===== src/rtl/bcd_conversion_scheduler_pkg.sv =====
// Shared types and constant helpers for the round-robin BCD conversion scheduler.
package bcd_conversion_scheduler_pkg;

  localparam int unsigned DefBitWidth    = 17;
  localparam int unsigned DefBCDDigits   = 6;
  localparam int unsigned DefNumChannels = 4;
  localparam int unsigned DigitW         = 4;
  localparam int unsigned ResultW        = DefBCDDigits * DigitW;

  typedef enum logic [1:0] {
    ST_IDLE,
    ST_SHIFT,
    ST_DONE
  } state_e;

  // Minimum of one bit so single-value ranges still get a usable vector
  function automatic int unsigned clog2(input int unsigned n);
    int unsigned r;
    r = 0;
    while ((64'd1 << r) < 64'(n)) r++;
    if (r == 0) r = 1;
    return r;
  endfunction

  // True when every BitWidth-bit value fits in the given number of BCD digits
  function automatic bit bcd_fits(input int unsigned bw, input int unsigned digits);
    longint unsigned p;
    p = 64'd1;
    for (int unsigned i = 0; i < digits; i++) p = p * 64'd10;
    return ((64'd1 << bw) - 64'd1) < p;
  endfunction

endpackage


===== src/rtl/bcd_shift_core.sv =====
// Serial double-dabble engine: one bit per cycle, BitWidth cycles per conversion.
module bcd_shift_core
  import bcd_conversion_scheduler_pkg::*;
#(
  parameter int unsigned BitWidth  = DefBitWidth,
  parameter int unsigned BCDDigits = DefBCDDigits
) (
  input  logic                          Clk,
  input  logic                          reset,
  input  logic                          start,
  input  logic [BitWidth-1:0]           bin_in,
  output logic [BCDDigits*DigitW-1:0]   bcd,
  output logic                          done_c
);

  localparam int unsigned ResW = BCDDigits * DigitW;
  localparam int unsigned CntW = clog2(BitWidth + 1);

  logic [ResW-1:0]     acc_q;
  logic [ResW-1:0]     adj_c;
  logic [BitWidth-1:0] bin_q;
  logic [CntW-1:0]     cnt_q;

  // Per-digit add-3; digits are 4-bit and never carry into a neighbour
  always_comb begin
    adj_c = acc_q;
    for (int unsigned d = 0; d < BCDDigits; d++) begin
      if (acc_q[d*DigitW +: DigitW] > DigitW'(4))
        adj_c[d*DigitW +: DigitW] = acc_q[d*DigitW +: DigitW] + DigitW'(3);
    end
  end

  always_ff @(posedge Clk or negedge reset) begin
    if (!reset) begin
      acc_q <= '0;
      bin_q <= '0;
      cnt_q <= '0;
    end else if (start) begin
      acc_q <= '0;
      bin_q <= bin_in;
      cnt_q <= CntW'(BitWidth);
    end else if (cnt_q != '0) begin
      acc_q <= {adj_c[ResW-2:0], bin_q[BitWidth-1]};
      bin_q <= bin_q << 1;
      cnt_q <= cnt_q - CntW'(1);
    end
  end

  assign bcd    = acc_q;
  assign done_c = (cnt_q == CntW'(1));

endmodule


===== src/rtl/bcd_conversion_scheduler.sv =====
// Round-robin arbiter sharing one serial BCD engine among NumChannels requesters.
module bcd_conversion_scheduler
  import bcd_conversion_scheduler_pkg::*;
#(
  parameter int unsigned BitWidth    = DefBitWidth,
  parameter int unsigned BCDDigits   = DefBCDDigits,
  parameter int unsigned NumChannels = DefNumChannels
) (
  input  logic                                    Clk,
  input  logic                                    reset,
  input  logic [NumChannels-1:0]                  req,
  input  logic [NumChannels*BitWidth-1:0]         BinaryIn,
  output logic [NumChannels-1:0]                  ack,
  output logic [NumChannels*BCDDigits*DigitW-1:0] BCDOut,
  output logic [NumChannels-1:0]                  bcd_valid,
  output logic                                    busy
);

  localparam int unsigned ResW = BCDDigits * DigitW;
  localparam int unsigned ChW  = clog2(NumChannels);

  if (!bcd_fits(BitWidth, BCDDigits) || NumChannels < 2 || NumChannels > 16) begin : g_param_check
    $error("bcd_conversion_scheduler: illegal BitWidth/BCDDigits/NumChannels combination");
  end

  state_e          state_q;
  logic [ChW-1:0]  last_grant_q;
  logic [ChW-1:0]  grant_q;
  logic [ChW-1:0]  pick_c;
  logic            pick_vld_c;
  logic            start_c;
  logic            core_done_c;
  logic [ResW-1:0] core_bcd;
  logic [BitWidth-1:0] bin_arr [NumChannels];
  logic [ResW-1:0]     bcd_q   [NumChannels];

  for (genvar k = 0; k < NumChannels; k++) begin : g_ch
    assign bin_arr[k]                = BinaryIn[k*BitWidth +: BitWidth];
    assign BCDOut[k*ResW +: ResW]    = bcd_q[k];
  end

  // First requester searching upward from last_grant+1, wrapping
  always_comb begin
    int unsigned idx;
    idx        = 0;
    pick_c     = '0;
    pick_vld_c = 1'b0;
    for (int unsigned i = 1; i <= NumChannels; i++) begin
      idx = (32'(last_grant_q) + i) % NumChannels;
      if (!pick_vld_c && req[ChW'(idx)]) begin
        pick_vld_c = 1'b1;
        pick_c     = ChW'(idx);
      end
    end
  end

  assign start_c = (state_q == ST_IDLE) && pick_vld_c;

  bcd_shift_core #(
    .BitWidth  (BitWidth),
    .BCDDigits (BCDDigits)
  ) u_core (
    .Clk    (Clk),
    .reset  (reset),
    .start  (start_c),
    .bin_in (bin_arr[pick_c]),
    .bcd    (core_bcd),
    .done_c (core_done_c)
  );

  always_ff @(posedge Clk or negedge reset) begin
    if (!reset) begin
      state_q      <= ST_IDLE;
      last_grant_q <= ChW'(NumChannels - 1);
      grant_q      <= '0;
      ack          <= '0;
      bcd_valid    <= '0;
      busy         <= 1'b0;
      for (int unsigned k = 0; k < NumChannels; k++) bcd_q[k] <= '0;
    end else begin
      ack       <= '0;
      bcd_valid <= '0;
      case (state_q)
        ST_IDLE: begin
          if (pick_vld_c) begin
            grant_q     <= pick_c;
            ack[pick_c] <= 1'b1;
            busy        <= 1'b1;
            state_q     <= ST_SHIFT;
          end
        end
        ST_SHIFT: begin
          if (core_done_c) state_q <= ST_DONE;
        end
        ST_DONE: begin
          bcd_q[grant_q]     <= core_bcd;
          bcd_valid[grant_q] <= 1'b1;
          last_grant_q       <= grant_q;
          busy               <= 1'b0;
          state_q            <= ST_IDLE;
        end
        default: state_q <= ST_IDLE;
      endcase
    end
  end

endmodule


===== config.mk =====
export PLATFORM = sky130hd
export DESIGN_NAME = bcd_conversion_scheduler
export DESIGN_NICKNAME = d
export VERILOG_FILES = /design/src/rtl/bcd_conversion_scheduler_pkg.sv /design/src/rtl/bcd_shift_core.sv /design/src/rtl/bcd_conversion_scheduler.sv
export SDC_FILE = /design/constraint.sdc
export NUM_CORES = 1
export LEC_CHECK = 0
export ABC_AREA = 0
export ABC_CLOCK_PERIOD_IN_PS = 5100
export CORE_ASPECT_RATIO = 0.6
export CORE_MARGIN = 3
export CORE_UTILIZATION = 52
export CTS_BUF_LIST = sky130_fd_sc_hd__clkbuf_16
export DETAILED_ROUTE_END_ITERATION = 6
export PLACE_DENSITY = 0.84
export RECOVER_POWER = 50
export SYNTH_ARGS = -nofsm -noshare
export SYNTH_HDL_FRONTEND = slang
export SYNTH_SLANG_ARGS = --single-unit
export TNS_END_PERCENT = 1

===== constraint.sdc =====
create_clock -name Clk -period 5.1 [get_ports Clk]
set_input_delay 1.53 -clock Clk [delete_from_list [all_inputs] [get_ports Clk]]
set_output_delay 1.53 -clock Clk [all_outputs]
set_load 0.05 [all_outputs]

# --- Word-level counts from Yosys, hierarchy flattened ---
# Index checks and enable logic that the tools add are counted.
classes:
  addsub: 11
  order_cmp: 17
  n_eq_ne: 5
  n_mux: 46
  bitwise: 2
  n_reduce_logical: 17
op_table:
  columns: ["cell", "n"]
  rows:
  - ["$bwmux W96", 1]
  - ["$mux W24", 3]
  - ["$mux W17", 4]
  - ["$demux W24 S2", 1]
  - ["$bmux W17 S2", 1]
  - ["$mux W4", 8]
  - ["$gt A4 B3 Y1 const B", 6]
  - ["$add A4 B2 Y4 const B", 5]
  - ["$lt A2 B3 Y1 const B", 6]
  - ["$mux W2", 6]
  - ["$mux W1", 11]
  - ["$mux W5", 2]
  - ["$bmux W1 S2", 4]
  - ["$logic_and A1 B1 Y1", 7]
  - ["$ge A3 B3 Y1 const B", 2]
  - ["$not A2 Y3", 2]
  - ["$reduce_and A2 Y1", 3]
  - ["$eq A5 B1 Y1 const B", 1]
  - ["$reduce_bool A5 Y1", 1]
  - ["$sub A5 B1 Y5 const B", 1]
  - ["$add A2 B1 Y2 const B", 2]
  - ["$add A2 B2 Y2 const B", 2]
  - ["$demux W1 S2", 2]
  - ["$ge A2 B1 Y1 const B", 2]
  - ["other kinds (11)", 15]
totals:
  reg_bits: 157
  inputBits: 74
  output_inout_bits: 105

# --- Longest topological paths before layout ---
depth:
  ltp_word: 19
  mapped_depth: 9
  depth_no_buf: 7

# --- Hierarchy ---
# A second synthesis with hierarchy kept.
hier_totals:
  hier_cells: 657
  area_unflattened_um2: 7543.5
modules_own_cells:
  columns: ["mod", "n_inst", "cells_each", "area_each_um2", "seq_area_each_um2"]
  rows:
  - ["bcd_conversion_scheduler", 1, 406, 5143.7, 2780.2]
  - ["bcd_shift_core", 1, 251, 2399.8, 1151.1]

# --- Worst setup path before layout ---
# No wires, ideal clock.
synth_timing:
  path_type: "input port to flip-flop"
  from: "in req[1]"
  to: "reg u_core.bin_q[0]"
  setup_time_ns: 0.094
  arrival_ns: 2.641
  required_ns: 5.006
  path_slack_ns: 2.365
  stages: 6
  cell_sequence: "nor4_1 -> or3_1 -> buf_2 -> nor3_1 -> mux2_2 -> a211oi_1"
synth_between:
  elab_chain_cells: 17
  word_cells_on_any_way: 29
synth_lines:
  columns: ["item", "line_no", "source"]
  rows:
  - ["start: declaration", "bcd_conversion_scheduler.sv:11", "input logic [NumChannels-1:0] req,"]
  - ["$bmux W1 S2", "bcd_conversion_scheduler.sv:50", "if (!pick_vld_c && req[ChW'(idx)]) begin"]
  - ["$mux W1 (implied by the code)", "bcd_conversion_scheduler.sv:50", null]
  - ["$mux W1", "bcd_conversion_scheduler.sv:50", null]
  - ["$logic_not A1 Y1", "bcd_conversion_scheduler.sv:50", null]
  - ["$logic_and A1 B1 Y1", "bcd_conversion_scheduler.sv:50", null]
  - ["$mux W1", "bcd_conversion_scheduler.sv:50", null]
  - ["$logic_not A1 Y1", "bcd_conversion_scheduler.sv:50", null]
  - ["$logic_and A1 B1 Y1", "bcd_conversion_scheduler.sv:50", null]
  - ["$mux W1", "bcd_conversion_scheduler.sv:50", null]
  - ["$logic_not A1 Y1", "bcd_conversion_scheduler.sv:50", null]
  - ["$logic_and A1 B1 Y1", "bcd_conversion_scheduler.sv:50", null]
  - ["$mux W2", "bcd_conversion_scheduler.sv:50", null]
  - ["$not A2 Y3 (implied by the code)", "bcd_conversion_scheduler.sv:66", ".bin_in (bin_arr[pick_c]),"]
  - ["$bmux W17 S2", "bcd_conversion_scheduler.sv:66", null]
  - ["$mux W17 (implied by the code) (2 in a row)", "bcd_conversion_scheduler.sv:66", null]
  - ["$mux W17", "bcd_shift_core.sv:38", "end else if (start) begin"]
  - ["end signal: assignment", "bcd_shift_core.sv:40", "bin_q <= bin_in;"]
  - ["end signal: assignment", "bcd_shift_core.sv:44", "bin_q <= bin_q << 1;"]
  - ["end: declaration", "bcd_shift_core.sv:21", "logic [BitWidth-1:0] bin_q;"]
# Parallel ways exist; a longest one is shown, timed or not. The select of a mux whose other input is x is not followed.
# A chain may end at the register's enable or synchronous reset.

==> flow_metrics.py <==
metrics = {
    "status": {
        "status": "finished with violations",
        "failed_checks": "capacitance limit, slew limit",
    },
    "grt": {
        "grt_pass1_wl_mm": 29.5,
        "grtUsageMet3_pct": 7.91,
        "grt_max_degree": 95,
        "grt_pass1_vias": 5547,
        "antenna_found_initial": 0,
        "grt_usage_pct": 25.4,
        "grt.busiest_layer": "met2",
        "groute.layer.met1.usage_pct": 34.1,
        "grtUsageMet2_pct": 41.0,
        "overflow": 0,
    },
    "placed_design": {
        "dp_slack_ns": 1.26,
        "dp_hpwl_mm": 12.8,
        "gp_congestion": 0.841,
        "dp_cells": 933,
        "port_buffers": 178,
    },
    "critical_path": {
        "path_buf_inv": 2,
        "cp-start-kind": "primary input",
        "cp.arrival_ns": 4.11,
        "crit_required_ns": 5.54,
        "cp_common_cell": "clkbuf_2",
        "path_class": "primary input to async pin",
        "critPathSlowestCell": "clkbuf_2",
        "crit_family": "buffers and inverters",
        "critPathMaxFanout": 94,
        "slowest_delay_ns": 1.63,
        "end_kind": "async pin",
        "crit_chain": "clkbuf_2 > clkbuf_2",
    },
    "power_and_ir_drop": {
        "vdd_drop_max_mv": 0.433,
        "total_power_w": 0.00577,
        "p_leak_nw": 4.36,
        "power_density_mw_per_mm2": 605,
    },
    "cts": {
        "path_clk_slew_ns": 0.06,
        "cts_buffers": 17,
        "cts_sinks": 157,
        "cts-root-buf": "clkbuf_16",
        "cts_resized": 0,
        "cts_setup_buffers": 0,
        "cts_buffer_depth": 2,
        "cts_tree": "done",
        "h-tree-depth": 4,
        "clkLatencyLatePin_ns": 0.42,
        "cts_hold_buffers": 0,
    },
    "yosys": {
        "ys_types": 43,
        "synth_edf_count": 0,
        "synth_ff_type": "dfrtp_1",
        "async_flop_share_pct": 100,
        "netlist_area_sq_mm": 0.00703,
        "syn_area_per_cell_sq_um": 11.5,
        "netlist_instances": 612,
        "yosysWarnings": 0,
        "ys_ff_latch": 157,
        "yosysSeqAreaShare_pct": 55.9,
        "synth_nets": 694,
    },
    "detailed_routing": {
        "wl_per_cell_microns": 19.3,
        "num_vias": 5426,
        "wl_mm": 18.6,
        "via_per_inst": 5.62,
        "drt_first_pass_iters": 7,
        "postRouteAntennaNets": 0,
        "drc": 0,
        "drtIter0Drc": 415,
    },
    "layout": {
        "instances_no_fill": 965,
        "layout-drive-gt1-share_pct": 13.0,
        "n_antenna_cell": 0,
        "nFillCells": 888,
        "fin_nets": 864,
        "area_growth_pct": 35.6,
    },
    "sta": {
        "tightestPinTransition_ns": 2.34,
        "finalMaxSlewViolations": 211,
        "setup_viol": 0,
        "finalWorstSetupSlack_ns": 1.43,
        "final.period_utilization_pct": 72.0,
        "finalClockSkew_ns": 0.0120,
        "hold_slack_ns": 0.483,
        "fmax_ghz": 0.272,
        "period_needed_ns": 3.67,
        "timing.setup.tns_ns": 0,
        "maxSlewHeadroom_pct": -55.9,
        "grt_setup_unrepaired": "false",
        "hold_viol": 0,
    },
    "die": {
        "die_h_microns": 96.1,
        "num_rows": 32,
        "dieArea_sq_mm": 0.0150,
        "start_util_pct": 54.1,
        "die_x_microns": 156,
        "ios": 179,
        "fp.coreArea_sq_mm": 0.0130,
    },
    "flow_run": {
        "maxCapViolCount": 5,
    },
    "hold_path": {
        "hold_path_class": "register to register",
    },
}
## per-stage QoR
step / util [%] / instance area, sq um
after detailed placement: 68.8 / 8950
after floorplan: - / 7030
after global placement: 68.8 / 8950
after CTS: 73.6 / 9570
final: 73.3 / 9540
after global routing: 73.3 / 9540
## cell usage after synthesis, drive strengths merged, types with 7 or more instances
cell	n	area share, %
o21ai	25	1.8
a221oi	7	1.5
and2	7	0.62
buf	19	1.5
xnor2	8	1.0
dfrtp	155	55
inv	24	1.3
nand2	88	4.7
nor2	32	1.8
clkbuf	17	0.91
mux2	82	13
nor3	15	1.1
nand3	9	0.64
o221ai	9	1.1
a21oi	25	1.9
a211oi	24	2.6
ha	8	1.4
mux2i	34	4.8
## per-layer routing
layer	wire [microns]	vias up
li1	-	2473
met1	8150	2724
met2	8860	206
met3	1380	23
met4	205	0
met5	0	-
## state kept, by name (all words and copies together) (netlist names)
name / cells
ack: 4
last_grant_q: 2
BCDOut: 96
u_core.cnt_q: 5
u_core.bin_q: 17
grant_q: 2
bcd_valid: 4
busy: 1
u_core.bcd: 24
state_q: 2
## final cells by class
| cell class | instances | area, sq um | share of cell area [%] |
|---|---|---|---|
| Multi-Input combinational cell | 395 | 2850 | 29.9 |
| Clock buffer | 17 | 425 | 4.46 |
| Sequential cell | 157 | 3930 | 41.2 |
| Timing Repair Buffer | 187 | 1830 | 19.2 |
| Clock inverter | 15 | 198 | 2.07 |
| Tap cell | 170 | 213 | 2.23 |
| Inverter | 24 | 90.1 | 0.945 |
## placed cells by master, fill, tap and decap left out, types with 3 or more instances in the layout
cell and count:
mux2i_1 34, dfrtp_1 155, nor2b_1 3, nand2b_1 3
clkbuf_1 4, clkbuf_16 17, o221ai_1 9, nor2_1 30
clkdlybuf4s50_1 177, ha_1 8, clkinvlp_4 3, xnor2_1 8
a221oi_2 7, a21oi_1 24, nand2_1 88, nand3_1 9
mux2_2 51, bufinv_16 4, nor3_1 13, a211oi_1 24
clkinv_4 3, o21ai_0 24, mux2_1 31, inv_1 25
and2_1 7, buf_4 4
## path summary, 6_finish.rpt
| check | from | endpoint | slack [ns] | depth (start not counted) |
|---|---|---|---|---|
| min | BCDOut[76]$_DFFE_PN0P_ | BCDOut[76]$_DFFE_PN0P_ | 0.48 | 2 |
| max reg2reg | state_q[1]$_DFFE_PN0P_ | BCDOut[82]$_DFFE_PN0P_ | 2.03 | 6 |
| max in group Clk | req[1] | u_core.bin_q[10]$_DFFE_PN0P_ | 1.68 | 5 |
| max | reset | u_core.bcd[22]$_DFFE_PN0P_ | 1.43 | 2 |
| min reg2reg | BCDOut[76]$_DFFE_PN0P_ | BCDOut[76]$_DFFE_PN0P_ | 0.48 | 2 |
| min in group asynchronous | reset | BCDOut[0]$_DFFE_PN0P_ | 1.82 | 1 |
## report_power, final
| group | internal, W | switching, W | leakage, nW | total, W |
|---|---|---|---|---|
| sequential | 0.00164 | 0.000377 | 2.10 | 0.00201 |
| clock | 0.000820 | 0.000515 | 0.296 | 0.00133 |
| combinational | 0.000929 | 0.00149 | 1.96 | 0.00242 |
| total | 0.00338 | 0.00239 | 4.36 | 0.00577 |
## logic make-up (layout without fill, tap and decap cells)
kind of cell	count (synthesis)	count (layout)	share of synthesized area [%]
compound gates	95	95	9.43
xor+xnor	8	8	0.996
fa+ha+maj	8	8	1.42
buf+inv	60	243	3.72
flops	157	157	55.9
mux	116	116	18.0
simple gates	168	168	10.6
Power figures use the tool's default switching activity.
